===== config.mk =====
export PLATFORM = sky130hd
export DESIGN_NAME = vsa_dmem_wbuf
export DESIGN_NICKNAME = d
export VERILOG_FILES = /design/src/rtl/vsa_dmem_wbuf.sv
export SDC_FILE = /design/constraint.sdc
export NUM_CORES = 1
export LEC_CHECK = 0
export BUFFER_PORTS_ARGS = -buffer_cell sky130_fd_sc_hd__buf_2
export CAP_MARGIN = 20
export CORE_UTILIZATION = 50
export DETAILED_ROUTE_END_ITERATION = 7
export GPL_TIMING_DRIVEN = 0
export PLACE_DENSITY = 0.66
export SYNTH_ARGS = -nofsm -noshare
export SYNTH_HDL_FRONTEND = slang
export SYNTH_SLANG_ARGS = --single-unit

===== constraint.sdc =====
create_clock -name clock -period 2.3 [get_ports clock]
set_input_delay 0.345 -clock clock [delete_from_list [all_inputs] [get_ports clock]]
set_output_delay 0.345 -clock clock [all_outputs]
set_load 0.01 [all_outputs]

===== src/rtl/vsa_dmem_wbuf.sv =====
// vsa_dmem_wbuf - data-side memory stage for the 12-bit VSA core.
//
// A local scratchpad of 2**AW words answers loads combinationally. Every store
// writes the scratchpad and is also queued in a DEPTH-entry FIFO store buffer.
// The buffer drains to a backing store over a req/ack handshake. The core is
// never stalled. A store that arrives while the buffer is full and not being
// popped is dropped from the buffer, and this sets a sticky overflow flag.
//
// Ports:
//   clock     master clock; all state changes on posedge
//   reset     synchronous, active-high; clears scratchpad, pointers, count, overflow
//   addr      data address from the core (ALUOutput)
//   wdata     store data from the core (dataout)
//   wr        store strobe from the core
//   rdata     load data to the core (datain) = mem[addr], combinational
//   ext_req   store buffer non-empty; head entry valid on ext_addr/ext_data
//   ext_addr  head entry address (0 when empty)
//   ext_data  head entry data (0 when empty)
//   ext_ack   backing store accepted the head entry at this posedge
//   count     buffer occupancy, 0..DEPTH
//   overflow  sticky: a store was dropped from the buffer
module vsa_dmem_wbuf #(
  parameter int unsigned AW    = 5,
  parameter int unsigned DW    = 5,
  parameter int unsigned DEPTH = 4
) (
  input  logic                       clock,
  input  logic                       reset,
  input  logic [AW-1:0]              addr,
  input  logic [DW-1:0]              wdata,
  input  logic                       wr,
  output logic [DW-1:0]              rdata,
  output logic                       ext_req,
  output logic [AW-1:0]              ext_addr,
  output logic [DW-1:0]              ext_data,
  input  logic                       ext_ack,
  output logic [$clog2(DEPTH+1)-1:0] count,
  output logic                       overflow
);

  localparam int unsigned PW    = $clog2(DEPTH);
  localparam int unsigned CW    = $clog2(DEPTH+1);
  localparam int unsigned WORDS = 2**AW;

  logic [DW-1:0] mem      [WORDS];
  logic [AW-1:0] fifoAddr [DEPTH];
  logic [DW-1:0] fifoData [DEPTH];
  logic [PW-1:0] wptr;
  logic [PW-1:0] rptr;
  logic          full;
  logic          push;
  logic          pop;

  assign rdata = mem[addr];

  // Entry storage is never cleared; the head is masked to zero whenever the
  // buffer is empty, so stale contents are never visible.
  assign ext_req  = (count != '0);
  assign ext_addr = ext_req ? fifoAddr[rptr] : '0;
  assign ext_data = ext_req ? fifoData[rptr] : '0;

  assign full = (count == CW'(DEPTH));
  assign pop  = ext_req && ext_ack;
  // When full, a simultaneous pop frees the slot being written, so the store
  // is still accepted.
  assign push = wr && (!full || pop);

  always_ff @(posedge clock) begin
    if (reset) begin
      for (int unsigned i = 0; i < WORDS; i++) begin
        mem[i] <= '0;
      end
    end else if (wr) begin
      mem[addr] <= wdata;
    end
  end

  always_ff @(posedge clock) begin
    if (push) begin
      fifoAddr[wptr] <= addr;
      fifoData[wptr] <= wdata;
    end
  end

  always_ff @(posedge clock) begin
    if (reset) begin
      wptr     <= '0;
      rptr     <= '0;
      count    <= '0;
      overflow <= 1'b0;
    end else begin
      if (push) wptr <= wptr + PW'(1);
      if (pop)  rptr <= rptr + PW'(1);
      case ({push, pop})
        2'b10:   count <= count + CW'(1);
        2'b01:   count <= count - CW'(1);
        default: count <= count;
      endcase
      if (wr && !push) overflow <= 1'b1;
    end
  end

endmodule


==> impl_results.md <==
- Clk sink count: 210
- Crit path DAT: 1920 ps
- Syn avg cell area: 13.8 sq um
- CP Launch Point: mem[31][3]$_SDFFCE_PN0P_
- CTS Buf Count: 22
- Die W: 142 um
- Core area: 0.0190 sq mm
- Routed Antenna Nets: 0
- Cell Int Power: 6.84 mW
- Peak Freq: 441 MHz
- Synthesized instance count: 712
- Clock latency on the worst-skew pair: 490 ps
- Fill count: 1547
- Hold Crit Class: input port to flip-flop
- Pins Over Slew Limit: 0
- Post-synth EDFFs: 200
- CTS root buffer: clkbuf_16
- Min cycle time layout: 2270 ps
- Post-Route WL: 22.3 mm
- Unrepaired setup endpoints after global routing: true
- Synth warn: 0
- Sequential-to-total area share from yosys stat: 0.630
- Final Cell Area: 0.0114 sq mm
- Clock Path Buffers: 3
- Reg2reg setup slack: 170 ps
- Die Ht: 142 um
- Max Cap Viol: 0
- Std-Cell Rows: 50
- Slew @ Worst Pin: 661 ps
- Cell Pwr Density: 779 mW/mm^2
- Comb power frac: 0.108
- Distinct cells, synth: 50
- Setup Viol. Count Final: 0
- Area of the multi-input gates: 0.00372 sq mm
- Hold_buf cts: 0
- Via density: 5.69
- Die area: 0.0203 sq mm
- Slew Limit Headroom: 0.559
- TritonCTS clock tree: done
- Sequential cell area: 0.00621 sq mm
- Flop pwr share: 0.504
- Synth async-reset ratio: 0
- Crit Path Category: flip-flop to primary output
- Worst slack, placed: -403 ps
- Post-Syn Area: 0.00985 sq mm
- Post-route clock period utilization: 0.987
- Htree depth: 1
- Max FO, Critical Path: 1
- Port bufs: 31
- CP endpoint kind: primary output
- Vias: 5934
- First-pass GRT wire length: 33.4 mm
- Nets: 785
- GP Congestion: 0.920
- DR WL/cell: 21.4 um
- Num ports: 34
- Clock transition at path regs: 60 ps
- Critical path required time: 1960 ps
- Sw Pwr: 2.07 mW
- DRC viols: 0
- Status: finished, final reports clean
- CP startpoint kind: flip-flop
- DR iter-0 viols: 538
- Total grt overflow: 0
- Initial antenna violation count: 1
- Initial core utilization: 0.518
- Layout overhead on the synthesized area: 16.0%
- Largest net degree at the start of global routing: 17
- RR Startpoint: count[0]$_SDFFE_PP0P_
- Share of post-route cells with drive strength above 1: 0.240
- Most common flop cell mapped by yosys: edfxtp_1
- Syn_nets: 731
- Final worst slack: 30.6 ps
- Reg2reg end: count[2]$_SDFFE_PP0P_
- Final hold violation count: 0
- Post-Place Cell Area: 0.0103 sq mm
- P_leak: 4.14 nW
- R2R cell count: 7
- Detailed Place HPWL: 15.7 mm
- Initial DRT Pass Iterations: 5
- Sw Ratio: 0.233
- Clk_skew: 6.53 ps
- Synth Register Bits: 210
- CP endpoint: rdata[3]
- Vias in the first global route: 5913
- Final Util: 0.601
- Peak VDD IR: 710 uV
- Gr usage total: 0.224
- Clock Power Share: 0.388
## per-stage QoR
stage,power [mW],TNS (ps),instances,hold slack [ps]
floorplan,5.11,0,712,444
global placement,5.41,-2060,1003,454
detailed placement,5.44,-2130,1003,459
CTS,8.88,-23.3,1042,112
global route,9.18,-49.0,1042,171
finish,8.91,0,1043,175
## power by group through the flow
stage          Clock [mW]  Combinational, mW  Sequential, mW
2_1_floorplan           0              0.581            4.53
3_3_place_gp            0              0.860            4.55
3_5_place_dp            0              0.879            4.56
4_1_cts              3.50              0.899            4.49
5_1_grt              3.64               1.03            4.51
6_report             3.46              0.959            4.49
## area by class of cell
| cell class | count | area share |
|---|---|---|
| Sequential cell | 210 | 0.543 |
| Multi-Input combinational cell | 453 | 0.325 |
| Clock buffer | 24 | 0.0507 |
| Tap cell | 260 | 0.0285 |
| Buffer | 42 | 0.0242 |
| Timing Repair Buffer | 33 | 0.0161 |
| Clock inverter | 16 | 0.0109 |
| Inverter | 4 | 0.00131 |
| Antenna cell | 1 | 0.000219 |
## cell families (layout without fill, tap and decap cells)
group                    Yosys count  count (layout)  share of synthesized area
AO/OA/AOI/OAI                     49              49                     0.0317
adder cells (fa/ha/maj)            5               5                    0.00711
other                              0               1                          0
XOR/XNOR                           5               5                    0.00444
flip-flops                       210             210                      0.630
buffers and inverters             49             119                     0.0250
multiplexers                      91              91                      0.105
AND/OR/NAND/NOR                  303             303                      0.197
## critical path: stages, from the launching register on
cell and delay, ps:
edfxtp_1 370, mux2i_1 280, o22ai_2 160, nor4_4 300, nand2_1 160, buf_2 170
## synth_stat cells (all sizes together), types with 2 or more instances
cell / count / area (sq um)
ha: 4 / 50.1
or2: 33 / 206
xor2: 4 / 35.0
a31oi: 2 / 12.5
inv: 4 / 15.0
or3: 2 / 12.5
mux2i: 81 / 811
or3b: 3 / 26.3
or4b: 5 / 57.6
clkbuf: 22 / 82.6
nand3: 3 / 15.0
nand4bb: 4 / 45.0
nand4b: 5 / 50.0
o22ai: 40 / 250
dfxtp: 10 / 200
nand2: 8 / 32.5
nor4: 10 / 62.6
mux4: 10 / 225
nand3b: 3 / 22.5
nor2: 39 / 194
and2: 174 / 1090
or4bb: 4 / 45.0
nor3: 4 / 36.3
buf: 23 / 149
edfxtp: 200 / 6010
## timing repair
action,in CTS,in global routing
pin swaps,0,10
resized for setup,22,60
setup endpoints to repair,15,9
setup buffers,1,1
endpoints found under the hold margin,0,0
## worst min-delay path by stage
stage	from	end	slack (ps)	depth (start not counted)
final	addr[3]	fifoAddr[0][3]$_DFFE_PP_	180	1
after global routing	addr[4]	fifoAddr[3][4]$_DFFE_PP_	170	1
after CTS	addr[0]	fifoAddr[0][0]$_DFFE_PP_	110	1
after detailed placement	overflow$_SDFFE_PP0P_	overflow$_SDFFE_PP0P_	460	2
after global placement	overflow$_SDFFE_PP0P_	overflow$_SDFFE_PP0P_	450	2
after floorplan	addr[0]	fifoAddr[0][0]$_DFFE_PP_	440	0
## layer usage
layer / share of wire / routed length, um / global-route usage
met1: 0.42 / 9340 / 0.285
met2: 0.49 / 10900 / 0.376
met3: 0.058 / 1300 / 0.0414
met4: 0.033 / 746 / 0.0956
met5: 0.00058 / 13 / 0
## cell usage in the layout (no fill, tap or decap), types with 4 or more instances in the layout
cell / synthesis / final
and2_1: 174 / 174
o22ai_1: 40 / 20
nor2_4: 6 / 6
o22ai_2: 0 / 17
buf_4: 4 / 7
edfxtp_1: 200 / 200
inv_1: 4 / 4
nor2_1: 32 / 32
or4b_4: 2 / 4
ha_1: 4 / 4
clkbuf_1: 22 / 23
buf_6: 4 / 14
or2_2: 33 / 33
mux2i_1: 81 / 72
nand4b_1: 4 / 4
buf_2: 14 / 29
mux2i_2: 0 / 6
nand2_1: 7 / 6
xor2_1: 4 / 4
clkinv_2: 0 / 6
mux4_2: 10 / 10
dfxtp_1: 10 / 7
clkinv_1: 0 / 7
clkbuf_16: 0 / 23
nor4_4: 0 / 4
## flip-flops by register name, indices dropped and copies added (netlist names), named ones only
name      cells
fifoData     20
fifoAddr     20
overflow      1
wptr          2
rptr          2
mem         160
count         3
No activity file was read; power rests on OpenSTA's default activity.
